[config.mk]
export PLATFORM = sky130hd
export DESIGN_NAME = tapa_multi_task_fsm
export DESIGN_NICKNAME = d
export VERILOG_FILES = /design/src/rtl/tapa_multi_task_fsm.sv
export SDC_FILE = /design/constraint.sdc
export NUM_CORES = 1
export LEC_CHECK = 0
export CAP_MARGIN = 40
export CORE_ASPECT_RATIO = 1.2
export CORE_MARGIN = 2
export CORE_UTILIZATION = 47
export CTS_CLUSTER_DIAMETER = 80
export DETAILED_ROUTE_END_ITERATION = 8
export PLACE_DENSITY = 0.91
export SYNTH_ARGS = -nofsm -noshare
export SYNTH_HDL_FRONTEND = slang
export SYNTH_SLANG_ARGS = --single-unit
[constraint.sdc]
create_clock -name ap_clk -period 4.8 [get_ports ap_clk]
set_input_delay 1.2 -clock ap_clk [delete_from_list [all_inputs] [get_ports ap_clk]]
set_output_delay 1.2 -clock ap_clk [all_outputs]
set_load 0.01 [all_outputs]
[src/rtl/tapa_multi_task_fsm.sv]
// Slot-level ap_ctrl_hs controller: launches NUM_TASKS children in parallel on a
// global start, tracks each child's ready/done handshake, raises a one-cycle
// global done once every child has finished, and counts run cycles.
module tapa_multi_task_fsm #(
  parameter int unsigned NUM_TASKS    = 4,
  parameter int unsigned SCALAR_WIDTH = 64,
  parameter int unsigned CNT_WIDTH    = 32
) (
  input  logic                    ap_clk,
  input  logic                    ap_rst,
  input  logic                    ap_start,
  output logic                    ap_ready,
  output logic                    ap_done,
  output logic                    ap_idle,
  input  logic [SCALAR_WIDTH-1:0] scalar_in,
  output logic [SCALAR_WIDTH-1:0] task_scalar,
  output logic [NUM_TASKS-1:0]    task_ap_start,
  input  logic [NUM_TASKS-1:0]    task_ap_ready,
  input  logic [NUM_TASKS-1:0]    task_ap_done,
  input  logic [NUM_TASKS-1:0]    task_ap_idle,
  output logic [NUM_TASKS-1:0]    task_finished,
  output logic [CNT_WIDTH-1:0]    run_cycles
);

  // Global states
  localparam logic [1:0] ST_IDLE = 2'b00;
  localparam logic [1:0] ST_RUN  = 2'b01;
  localparam logic [1:0] ST_DONE = 2'b10;

  // Per-task states
  localparam logic [1:0] TS_IDLE     = 2'b00;
  localparam logic [1:0] TS_START    = 2'b01;
  localparam logic [1:0] TS_FINISHED = 2'b10;
  localparam logic [1:0] TS_WAIT     = 2'b11;

  localparam logic [CNT_WIDTH-1:0] CNT_ONE = {{(CNT_WIDTH-1){1'b0}}, 1'b1};
  localparam logic [CNT_WIDTH-1:0] CNT_MAX = {CNT_WIDTH{1'b1}};

  logic [1:0]              r_tapa_state;
  logic [1:0]              w_tapa_state_next;
  logic [1:0]              r_task_state [NUM_TASKS];
  logic [1:0]              w_task_state_next [NUM_TASKS];
  logic [SCALAR_WIDTH-1:0] r_task_scalar;
  logic [CNT_WIDTH-1:0]    r_run_cycles;
  logic                    w_launch;
  logic                    w_all_finished;
  logic                    w_unused_idle;

  // Child idle is status only; it never steers any state.
  assign w_unused_idle = ^task_ap_idle;

  assign w_launch = (r_tapa_state == ST_IDLE) && ap_start;

  // All children finished, judged on registered task states only.
  always_comb begin
    w_all_finished = 1'b1;
    for (int i = 0; i < NUM_TASKS; i++) begin
      if (r_task_state[i] != TS_FINISHED) w_all_finished = 1'b0;
    end
  end

  // Global next state; the unused encoding falls back to IDLE.
  always_comb begin
    w_tapa_state_next = r_tapa_state;
    case (r_tapa_state)
      ST_IDLE: if (ap_start) w_tapa_state_next = ST_RUN;
      ST_RUN:  if (w_all_finished) w_tapa_state_next = ST_DONE;
      ST_DONE: w_tapa_state_next = ST_IDLE;
      default: w_tapa_state_next = ST_IDLE;
    endcase
  end

  // Per-task next state; done without ready is ignored while in START.
  always_comb begin
    for (int i = 0; i < NUM_TASKS; i++) begin
      w_task_state_next[i] = r_task_state[i];
      case (r_task_state[i])
        TS_IDLE:  if (w_launch) w_task_state_next[i] = TS_START;
        TS_START: begin
          if (task_ap_ready[i]) begin
            w_task_state_next[i] = task_ap_done[i] ? TS_FINISHED : TS_WAIT;
          end
        end
        TS_WAIT:  if (task_ap_done[i]) w_task_state_next[i] = TS_FINISHED;
        default:  if (r_tapa_state == ST_DONE) w_task_state_next[i] = TS_IDLE;
      endcase
    end
  end

  // State, scalar latch and run counter registers.
  always_ff @(posedge ap_clk) begin
    if (ap_rst) begin
      r_tapa_state  <= ST_IDLE;
      r_task_scalar <= '0;
      r_run_cycles  <= '0;
      for (int i = 0; i < NUM_TASKS; i++) r_task_state[i] <= TS_IDLE;
    end else begin
      r_tapa_state <= w_tapa_state_next;
      for (int i = 0; i < NUM_TASKS; i++) r_task_state[i] <= w_task_state_next[i];
      if (w_launch) begin
        r_task_scalar <= scalar_in;
        r_run_cycles  <= '0;
      end else if ((r_tapa_state == ST_RUN) && (r_run_cycles != CNT_MAX)) begin
        r_run_cycles <= r_run_cycles + CNT_ONE;
      end
    end
  end

  // Per-child outputs decoded from registered task states.
  always_comb begin
    task_ap_start = '0;
    task_finished = '0;
    for (int i = 0; i < NUM_TASKS; i++) begin
      task_ap_start[i] = (r_task_state[i] == TS_START);
      task_finished[i] = (r_task_state[i] == TS_FINISHED);
    end
  end

  assign ap_idle     = (r_tapa_state == ST_IDLE);
  assign ap_done     = (r_tapa_state == ST_DONE);
  assign ap_ready    = (r_tapa_state == ST_DONE);
  assign task_scalar = r_task_scalar;
  assign run_cycles  = r_run_cycles;

endmodule

# ---- After elaboration in Yosys (flattened, before gate mapping)
# Memory sizes are Yosys's and may differ from the RTL's.
# Index checks and enable logic that the tools add are counted.
dict set report totals {
  ram_bits 8
  n_memories 1
  inputBits 79
  output_inout_bits 107
  elab_cells 77
  regBits 98
}
dict set report op_classes {
  n_reduce_logical 9
  mux 38
  n_addsub 1
  bitwise 4
  n_eq_ne 21
}
# name depth word_bits rd rd_clocked_by_memory_dff wr line_no
set mem_list {}
lappend mem_list {r_task_state 4 2 4 0 4 41} ;# logic [1:0] r_task_state [NUM_TASKS];
# operator n
set op_table {}
lappend op_table {{$mux W2} 22}
lappend op_table {{$add A32 B1 Y32 const B} 1}
lappend op_table {{$ne A32 B32 Y1 const B} 1}
lappend op_table {{$pmux W2 S3} 4}
lappend op_table {{$eq A2 B2 Y1 const B} 9}
lappend op_table {{$ne A2 B2 Y1 const B} 6}
lappend op_table {{$mux W1} 11}
lappend op_table {{$eq A2 B1 Y1 const B} 5}
lappend op_table {{$logic_not A2 Y1} 5}
lappend op_table {{$or A1 B1 Y1} 4}
lappend op_table {{$pmux W2 S2} 1}
lappend op_table {{$logic_and A1 B1 Y1} 2}
lappend op_table {{$reduce_and A2 Y1} 1}
lappend op_table {{$reduce_or A2 Y1} 1}

# ---- Longest topological paths before layout
# Gate-level depths: netlist of run 1.
dict set report depth {
  depth_word 7
  ltp_mapped 7
  depth_no_buf 7
}

# ---- Worst setup path before layout of run 1
# OpenSTA, ideal clock, no wires.
dict set report synth_timing {
  kind {input-to-reg}
  start {input ap_start}
  end {register r_run_cycles[0] (netlist: run_cycles[0])}
  setup_ns 0.128
  cell_stages 6
  arrival_time_ns 2.449
  required_ns 4.672
  n_path_buf 3
  setup_slack_ns 2.223
  path_cell_list {or3b_2 clkbuf_1 nand2b_1 clkbuf_1 clkbuf_1 nor2_1}
}
dict set report synth_via {
  elab_chain_cells 2
}
# element line_no
set synth_rtl {}
lappend synth_rtl {{start: declaration} 11} ;# input logic ap_start,
lappend synth_rtl {{$logic_and A1 B1 Y1} 52} ;# assign w_launch = (r_tapa_state == ST_IDLE) && ap_start;
lappend synth_rtl {{$reduce_or A2 Y1 (no line)} -}
lappend synth_rtl {{end signal: assignment} 104} ;# r_run_cycles <= r_run_cycles + CNT_ONE;
lappend synth_rtl {{end: declaration} 44} ;# logic [CNT_WIDTH-1:0] r_run_cycles;
# No other way between the ends.
# A chain may end at the register's enable or synchronous reset.

# ---- Final worst setup path of run 1
dict set report layout_timing {
  start {input ap_start}
  end {register r_run_cycles[27] (netlist: run_cycles[27])}
}
# Same word-level chain as after synthesis.

==> flow_metrics.py, run 1 <==
metrics = {
    "yosys": {
        "synth_edf_count": 0,
        "synth.yosys.seq_area_share": 0.465,
        "ys_warn_count": 0,
        "syn_nets": 665,
        "ys_seq_elements": 106,
        "yosys_most_used_dff": "dfxtp_1",
        "avgSynthCellArea_um2": 8.04,
        "netlist_instances": 568,
        "synth_cell_types": 46,
        "async_flop_share": 0,
        "syn_area_mm2": 0.00457,
    },
    "clock_network": {
        "cts-buffers-inserted": 9,
        "cts.path.max_buffers": 2,
        "cts_setup_buffers": 0,
        "tritoncts_num_sinks": 106,
        "cts_resized": 0,
        "clockRootBuffer": "clkbuf_16",
        "clk_latency_ns": 0.34,
        "clkSlewWorstSetupHoldPaths_ns": 0.06,
        "cts_hold_buf": 0,
        "ctsHtreeMaxLevel": 3,
        "cts_tree": "built",
    },
    "route": {
        "wl_met2_mm": 6.69,
        "wl_met1_mm": 5.04,
        "final_antenna_net_count": 0,
        "vias": 4671,
        "highest_layer": "met4",
        "wl_mm": 13.0,
        "drt_pass1_iterations": 5,
        "wl_per_cell_um": 15.1,
        "vias_per_cell": 5.44,
        "wl_met3_um": 848,
        "drc_errors": 0,
        "drt_iter0_drc": 164,
    },
    "floorplanning": {
        "die-area_mm2": 0.0105,
        "core_mm2": 0.00947,
        "ioPinCount": 186,
        "die_h_um": 112,
        "die_w_um": 94.0,
        "start_util": 0.483,
        "std_cell_rows": 39,
    },
    "layout": {
        "most-common-layout-cells": "clkdlybuf4s50_1, nand2_1, dfxtp_1",
        "post-route-util": 0.709,
        "diodes": 0,
        "drive_gt1_frac": 0.0435,
        "areaGrowthSynthToFinish_pct": 46.9,
        "final_common_cell": "clkdlybuf4s50_1",
        "fillers": 738,
        "num-nets-final": 830,
    },
    "hold_path": {
        "min_path_type": "register to register",
    },
    "worst_setup_path": {
        "critPathSlowestCell": "or3b_2",
        "worstPathRequired_ns": 5.08,
        "crit_fanout": 37,
        "path_class": "input pin to register",
        "crit_path_end_kind": "register",
        "crit_chain": "clkdlybuf4s50_1 -> or3b_2 -> nand2b_1 -> buf_4 -> or4_1 -> nand2_1",
        "cp.arrival_ns": 3.77,
        "cpPeakStageDelay_ns": 0.72,
        "cp-start-kind": "input pin",
    },
    "global_routing": {
        "grt_pass1_wl_mm": 20.9,
        "antenna_found_initial": 0,
        "track_usage": 0.245,
        "grt_pass1_vias": 4548,
        "grt_overflow": 0,
        "grt_max_degree": 76,
    },
    "timing": {
        "drv_slew": 0,
        "fmax_mhz": 287,
        "period_needed_ns": 3.49,
        "clock-skew-final_ns": 0.00580,
        "fin_ws_ns": 1.31,
        "worstMarginPinSlew_ns": 0.893,
        "slew_headroom": 0.400,
        "final.period_utilization": 0.726,
        "fin_tns_setup_ns": 0,
        "rsz0062_at_grt": "false",
        "setup_viol": 0,
        "hold_violations": 0,
    },
    "pwr": {
        "ir_worst_vdd_mv": 0.226,
        "clkPwrFrac": 0.311,
        "p_seq_frac": 0.461,
        "power.net_switching_mw": 0.587,
        "p_per_area_mw_per_mm2": 317,
        "p_comb_frac": 0.228,
        "swShare": 0.276,
        "p_leak_nw": 2.40,
        "internal-power_mw": 1.54,
    },
    "placement": {
        "dp_hpwl_mm": 9.46,
        "io_buffers": 181,
        "pre_cts_slack_ns": 0.957,
        "globalplace.congestion": 0.894,
    },
    "outcome": {
        "outcome": "finished clean",
    },
    "run": {
        "drv_cap": 0,
    },
}
## registers in the layout (all words and copies together), names as in the netlist
| name | cells |
|---|---|
| r_tapa_state | 2 |
| r_task_state | 8 |
| run_cycles | 32 |
| task_scalar | 64 |
## area by class of cell
type                    instances  area [um2]  area share
well taps                     123         154      0.0229
repair buffers                186        1840       0.275
multi-input cells             413        2270       0.338
flip-flops and latches        106        2120       0.316
clock buffers                  11         243      0.0362
clock inverters                 3        17.5     0.00261
inverters                      17        63.8     0.00951
## cell usage after synthesis, drive strengths merged (2+ instances only)
| library cell | count | area share |
|---|---|---|
| a2111oi | 2 | 0.0038 |
| a211oi | 8 | 0.013 |
| a21oi | 85 | 0.093 |
| a31oi | 5 | 0.0068 |
| a41o | 2 | 0.0047 |
| and2 | 3 | 0.0041 |
| and3 | 5 | 0.0068 |
| and4 | 3 | 0.0063 |
| buf | 7 | 0.0071 |
| clkbuf | 25 | 0.021 |
| dfxtp | 106 | 0.46 |
| ha | 18 | 0.049 |
| inv | 17 | 0.014 |
| nand2 | 148 | 0.12 |
| nand2b | 2 | 0.0027 |
| nand3 | 15 | 0.016 |
| nand4 | 11 | 0.018 |
| nor2 | 26 | 0.021 |
| nor2b | 5 | 0.0068 |
| nor3 | 6 | 0.0066 |
| nor4 | 8 | 0.012 |
| o211ai | 6 | 0.0099 |
| o21ai | 9 | 0.0099 |
| o31ai | 2 | 0.0033 |
| o41ai | 2 | 0.0038 |
| or3 | 10 | 0.014 |
| or4 | 7 | 0.012 |
| xnor2 | 15 | 0.029 |
## worst paths after layout
check                               from                           to  slack [ns]  cells past startpoint
max                             ap_start  run_cycles[27]$_SDFFE_PP0P_        1.31                      6
min          task_scalar[1]$_SDFFE_PP0P_  task_scalar[1]$_SDFFE_PP0P_        0.45                      2
max reg2reg   run_cycles[6]$_SDFFE_PP0P_  run_cycles[30]$_SDFFE_PP0P_        2.19                      5
min reg2reg  task_scalar[1]$_SDFFE_PP0P_  task_scalar[1]$_SDFFE_PP0P_        0.45                      2
## metal layers
layer / GRT usage / vias up
met5: 0 / -
li1: - / 2272
met4: 0.112 / 0
met3: 0.0535 / 33
met1: 0.275 / 2187
met2: 0.437 / 179
## metrics by stage
| stage | total power, mW | cell area (um2) | std cells | hold slack [ns] |
|---|---|---|---|---|
| final | 2.13 | 6710 | 859 | 0.454 |
| after global routing | 2.23 | 6710 | 859 | 0.474 |
| after CTS | 2.14 | 6710 | 859 | 0.456 |
| after detailed placement | 1.49 | 6450 | 845 | 0.449 |
| after global placement | 1.44 | 6450 | 845 | 0.441 |
| after floorplan | 1.25 | 4570 | 568 | 0.481 |
## worst max-delay path: cells and delay by family
family                 cells  cell delay [ns]
AND/OR/NAND/NOR            4             1.76
buffers and inverters      2             0.79
## logic make-up after synthesis
logic type / synth area share
adder cells (fa/ha/maj): 0.0493
AO/OA/AOI/OAI: 0.158
flip-flops: 0.465
XOR/XNOR: 0.0288
AND/OR/NAND/NOR: 0.258
buffers and inverters: 0.0416
## power groups by stage
| stage | Sequential, mW | Combinational (mW) | Clock [mW] |
|---|---|---|---|
| 3_5_place_dp | 0.999 | 0.486 | 0 |
| 6_report | 0.980 | 0.485 | 0.660 |
| 5_1_grt | 0.988 | 0.535 | 0.709 |
| 2_1_floorplan | 1.01 | 0.240 | 0 |
| 3_3_place_gp | 0.992 | 0.453 | 0 |
| 4_1_cts | 0.980 | 0.490 | 0.673 |
Note: power is estimated with default switching activity, not from simulation.
==> run 2, diff against run 1 <==
--- a/config.mk
+++ b/config.mk
@@ -8,10 +8,10 @@
 export CAP_MARGIN = 40
 export CORE_ASPECT_RATIO = 1.2
 export CORE_MARGIN = 2
-export CORE_UTILIZATION = 47
+export CORE_UTILIZATION = 39
 export CTS_CLUSTER_DIAMETER = 80
 export DETAILED_ROUTE_END_ITERATION = 8
-export PLACE_DENSITY = 0.91
+export PLACE_DENSITY = 0.82
 export SYNTH_ARGS = -nofsm -noshare
 export SYNTH_HDL_FRONTEND = slang
 export SYNTH_SLANG_ARGS = --single-unit
==> constraint.sdc (replaced) <==
create_clock -name ap_clk -period 2.94 [get_ports ap_clk]
set_input_delay 0.735 -clock ap_clk [delete_from_list [all_inputs] [get_ports ap_clk]]
set_output_delay 0.735 -clock ap_clk [all_outputs]
set_load 0.01 [all_outputs]
==> run 2 against run 1 <==
Net effect:
- die area up 20%
- worst setup slack worse by 0.96 ns
- non-clock buffer count up 5
- clock-buffer cell count down 1
- critical path depth down 1
- routed wire length down 0.82%
- register-to-register slack worse by 1.8 ns
- first-iteration DRC count down 9.8%
- global-route usage down 4.4 points
- cell count up 4.8%
- cell area up 1.5%
- clock skew up 0.0029 ns
==> flow_metrics.py, run 2 (synthesis results as in run 1) <==
metrics = {
    "route": {
        "wl_per_cell_um": 14.3,
        "vias_per_cell": 5.15,
        "drc_errors": 0,
        "highest_layer": "met4",
        "drt_pass1_iterations": 5,
        "wl_met3_mm": 1.13,
        "vias": 4634,
        "drt_iter0_drc": 148,
        "final_antenna_net_count": 0,
        "wl_met1_mm": 4.96,
        "wl_mm": 12.9,
        "wl_met2_mm": 6.55,
    },
    "pwr": {
        "ir_worst_vdd_mv": 0.284,
        "power.net_switching_mw": 0.993,
        "p_leak_nw": 2.42,
        "internal-power_mw": 2.51,
        "clkPwrFrac": 0.315,
        "swShare": 0.283,
        "p_seq_frac": 0.457,
        "p_comb_frac": 0.229,
        "p_per_area_mw_per_mm2": 514,
    },
    "placement": {
        "globalplace.congestion": 0.935,
        "dpl_cell_area_mm2": 0.00654,
        "dp_hpwl_mm": 9.56,
        "dpl.cell_count": 884,
        "io_buffers": 181,
    },
    "layout": {
        "final_common_cell": "clkdlybuf4s50_1",
        "most-common-layout-cells": "clkdlybuf4s50_1, nand2_1, dfxtp_1",
        "areaGrowthSynthToFinish_pct": 49.2,
        "layoutNonFillerInstCount": 900,
        "fillers": 1038,
        "largest_reg_flops": 64,
        "diodes": 0,
        "drive_gt1_frac": 0.0525,
        "finalInstanceArea_mm2": 0.00681,
        "num-nets-final": 835,
        "post-route-util": 0.592,
    },
    "clock_network": {
        "clk_latency_ns": 0.34,
        "clkSlewWorstSetupHoldPaths_ns": 0.07,
        "ctsHtreeMaxLevel": 3,
        "cts_hold_buf": 0,
        "cts-buffers-inserted": 9,
        "cts.path.max_buffers": 2,
        "cts_tree": "built",
        "cts_setup_buffers": 0,
        "tritoncts_num_sinks": 106,
        "cts_resized": 0,
        "clockRootBuffer": "clkbuf_16",
    },
    "timing": {
        "worstMarginPinSlew_ns": 0.782,
        "rsz0062_at_grt": "false",
        "fin_tns_setup_ns": 0,
        "slew_headroom": 0.479,
        "drv_slew": 0,
        "hold_violations": 0,
        "fmax_mhz": 387,
        "final.period_utilization": 0.879,
        "setup_viol": 0,
        "clock-skew-final_ns": 0.00866,
        "period_needed_ns": 2.58,
    },
    "global_routing": {
        "track_usage": 0.201,
        "grt_pass1_wl_mm": 20.4,
        "grt_pass1_vias": 4474,
        "antenna_found_initial": 0,
        "grt_max_degree": 76,
        "grt_overflow": 0,
    },
    "floorplanning": {
        "ioPinCount": 186,
        "die_w_um": 103,
        "core_mm2": 0.0115,
        "die_h_um": 123,
        "die-area_mm2": 0.0126,
        "start_util": 0.397,
        "std_cell_rows": 43,
    },
    "worst_setup_path": {
        "crit_fanout": 8,
        "r2r_cells": 5,
        "cp.arrival_ns": 2.86,
        "path_class": "register to register",
        "cp-start-kind": "register",
        "worstPathRequired_ns": 3.22,
        "crit_path_end_kind": "register",
    },
    "run": {
        "drv_cap": 0,
    },
    "hold_path": {
        "min_path_type": "register to register",
        "holdPathStages": 2,
    },
    "outcome": {
        "outcome": "finished clean",
    },
}
-- run 2: cell types whose count changed in the layout (fill, tap and decap cells not counted), sizes merged --
cell and change:
buf +5, clkinvlp +2, clkbuf -1, inv +1
-- run 2: power by group through the flow --
stage	sequential, mW	combinational (mW)	clock, mW
floorplan	1.64	0.391	0
global placement	1.62	0.752	0
detailed placement	1.63	0.800	0
CTS	1.60	0.809	1.13
global route	1.61	0.891	1.19
finish	1.60	0.801	1.10
-- run 2: through the flow --
stage / total power [mW] / hold WS, ns / worst slack [ns]
after floorplan: 2.03 / 0.481 / 0.569
after global placement: 2.37 / 0.441 / 0.275
after detailed placement: 2.43 / 0.446 / 0.213
after CTS: 3.54 / 0.455 / 0.379
after global routing: 3.69 / 0.476 / 0.249
final: 3.50 / 0.452 / 0.357
-- run 2: path summary, 6_finish.rpt --
check / to / slack [ns] / startpoint
max: run_cycles[30]$_SDFFE_PP0P_ / 0.36 / run_cycles[6]$_SDFFE_PP0P_
min: task_scalar[29]$_SDFFE_PP0P_ / 0.45 / task_scalar[29]$_SDFFE_PP0P_
max reg2reg: run_cycles[30]$_SDFFE_PP0P_ / 0.36 / run_cycles[6]$_SDFFE_PP0P_
min reg2reg: task_scalar[29]$_SDFFE_PP0P_ / 0.45 / task_scalar[29]$_SDFFE_PP0P_
-- run 2: cell type report --
class	instances	area (um2)	area share
multi-input combinational	413	2270	0.333
sequential	106	2120	0.311
timing repair buffer	191	1890	0.278
clock buffer	10	229	0.0336
tap	157	196	0.0288
inverter	17	63.8	0.00936
clock inverter	6	41.3	0.00606
-- run 2: worst max-delay path: stages, from the launching register on --
cell     delay [ns]
dfxtp_1        0.50
nand4_2        0.19
or4_1          0.63
or4_1          0.60
or4_1          0.46
a21oi_1        0.15
-- run 2: layer usage --
| layer | up-vias | GRT usage |
|---|---|---|
| met5 | - | 0 |
| met4 | 0 | 0.0732 |
| met3 | 18 | 0.0689 |
| met2 | 175 | 0.360 |
| met1 | 2148 | 0.218 |
| li1 | 2293 | - |
==> run 3, diff against run 2 <==
==> constraint.sdc (replaced) <==
create_clock -name ap_clk -period 2.94 [get_ports ap_clk]
set_input_delay 0.294 -clock ap_clk [delete_from_list [all_inputs] [get_ports ap_clk]]
set_output_delay 0.294 -clock ap_clk [all_outputs]
set_load 0.01 [all_outputs]
==> run 3 against run 2 <==
Net effect:
- sequential power about the same
- first-iteration DRC count up 6.1%
- clock skew down 0.0039 ns
- hold slack worse by 0.040 ns
- worst setup slack better by 0.029 ns
- clock-buffer cell count up 1
- maximum frequency up 1.1%
- via count up 0.28%
- combinational power down 1%
- sequential cell count unchanged
- critical path type unchanged
- largest power group unchanged
==> flow_metrics.py, run 3 (synthesis results as in run 1) <==
metrics = {
    "outcome": {
        "outcome": "finished clean",
    },
    "clock_network": {
        "cts-buffers-inserted": 9,
        "cts_hold_buf": 0,
        "clkSlewWorstSetupHoldPaths_ns": 0.07,
        "cts_tree": "built",
        "clk_latency_ns": 0.34,
        "clockRootBuffer": "clkbuf_16",
        "tritoncts_num_sinks": 106,
        "cts_resized": 0,
        "cts_setup_buffers": 0,
        "cts.path.max_buffers": 2,
        "ctsHtreeMaxLevel": 3,
    },
    "global_routing": {
        "grt_pass1_wl_mm": 20.6,
        "grt_busiest_layer": "met2",
        "grtUsageMet1": 0.229,
        "grt_overflow": 0,
        "track_usage": 0.203,
        "antenna_found_initial": 0,
        "grt_use_met2": 0.357,
        "use_met3": 0.0678,
        "grt_max_degree": 75,
        "grt_pass1_vias": 4538,
    },
    "timing": {
        "period_needed_ns": 2.55,
        "hold_violations": 0,
        "final.period_utilization": 0.869,
        "drv_slew": 0,
        "fin_tns_setup_ns": 0,
        "clock-skew-final_ns": 0.00471,
        "setup_viol": 0,
        "slew_headroom": 0.465,
        "worstMarginPinSlew_ns": 0.803,
        "fmax_mhz": 392,
        "rsz0062_at_grt": "false",
    },
    "worst_setup_path": {
        "worst-r2r-setup-slack_ns": 0.39,
        "crit_path_end_kind": "register",
        "r2r_end": "run_cycles[30]$_SDFFE_PP0P_",
        "r2r-start": "run_cycles[6]$_SDFFE_PP0P_",
        "worstPathRequired_ns": 3.21,
        "path_class": "register to register",
        "r2r_cells": 5,
        "startpoint": "run_cycles[6]$_SDFFE_PP0P_",
        "crit_fanout": 8,
        "cp-start-kind": "register",
        "cp.arrival_ns": 2.82,
    },
    "route": {
        "final_antenna_net_count": 0,
        "wl_mm": 13.0,
        "drt_pass1_iterations": 4,
        "vias_per_cell": 5.18,
        "drt_iter0_drc": 157,
        "vias": 4647,
        "drc_errors": 0,
        "wl_per_cell_um": 14.5,
    },
    "hold_path": {
        "min_path_type": "input pin to register",
        "hp-start": "ap_rst",
        "holdPathStages": 3,
        "whs_endpoint": "run_cycles[28]$_SDFFE_PP0P_",
    },
    "floorplanning": {
        "start_util": 0.397,
        "die_h_um": 123,
        "die-area_mm2": 0.0126,
        "core_mm2": 0.0115,
        "ioPinCount": 186,
        "std_cell_rows": 43,
        "die_w_um": 103,
    },
    "pwr": {
        "p_per_area_mw_per_mm2": 521,
        "p_leak_nw": 2.42,
        "ir_worst_vdd_mv": 0.345,
        "fin_total_pwr_mw": 3.54,
    },
    "placement": {
        "globalplace.congestion": 0.941,
        "dp_hpwl_mm": 9.47,
        "io_buffers": 181,
        "dpl_cell_area_mm2": 0.00652,
    },
    "layout": {
        "fillers": 1025,
        "register_area_mm2": 0.00212,
        "areaGrowthSynthToFinish_pct": 48.8,
        "drive_gt1_frac": 0.0473,
        "num-nets-final": 834,
        "final_common_cell": "clkdlybuf4s50_1",
        "finalInstanceArea_mm2": 0.00680,
        "multi_input_area_mm2": 0.00227,
        "most-common-layout-cells": "clkdlybuf4s50_1, nand2_1, dfxtp_1",
        "diodes": 0,
        "largest_reg_flops": 64,
    },
    "run": {
        "drv_cap": 0,
    },
}
-- run 3: cell types whose count changed in the layout (fill, tap and decap cells not counted) --
| cell | previous run | this run |
|---|---|---|
| clkinvlp_4 | 3 | 1 |
| clkinv_2 | 2 | 1 |
| buf_12 | 1 | 0 |
| inv_6 | 1 | 0 |
| clkbuf_1 | 1 | 2 |
| bufinv_16 | 0 | 1 |
-- run 3: layer usage --
layer  wire length [um]  share of wire  vias to the layer above
met4                208          0.016                        0
met2               6640           0.51                      166
met3               1020          0.078                       20
met5                  0              0                        -
met1               5100           0.39                     2183
li1                   -              -                     2278
-- run 3: through the flow --
| stage | worst slack (ns) | std cells | utilization | hold WS (ns) |
|---|---|---|---|---|
| global route | 0.270 | 897 | 0.591 | 0.431 |
| finish | 0.386 | 897 | 0.591 | 0.412 |
| global placement | 0.425 | 883 | 0.567 | 0.441 |
| CTS | 0.412 | 897 | 0.591 | 0.400 |
| floorplan | 0.569 | 568 | - | 0.430 |
| detailed placement | 0.390 | 883 | 0.567 | 0.446 |
-- run 3: how the worst max path moves through the flow --
stage                             endpoint  cells past startpoint
5_1_grt        run_cycles[30]$_SDFFE_PP0P_                      5
3_5_place_dp   run_cycles[27]$_SDFFE_PP0P_                      6
4_1_cts        run_cycles[30]$_SDFFE_PP0P_                      5
3_3_place_gp   run_cycles[27]$_SDFFE_PP0P_                      6
6_report       run_cycles[30]$_SDFFE_PP0P_                      5
2_1_floorplan  run_cycles[30]$_SDFFE_PP0P_                      7
-- run 3: worst max-delay path, cell delays in order, from the launching register on --
cell and delay (ns):
dfxtp_1 0.47, nand4_2 0.20, or4_1 0.63, or4_1 0.59, or4_1 0.44, a21oi_1 0.16
-- run 3: final cells by class --
type	instances	share of cell area
flip-flops and latches	106	0.312
multi-input cells	413	0.333
clock buffers	11	0.0342
well taps	157	0.0289
repair buffers	190	0.276
clock inverters	3	0.00626
inverters	17	0.00939
-- run 3: report_power, final --
group / internal (mW) / switching, mW
clock: 0.650 / 0.501
sequential: 1.53 / 0.0720
combinational: 0.402 / 0.388
total: 2.58 / 0.961
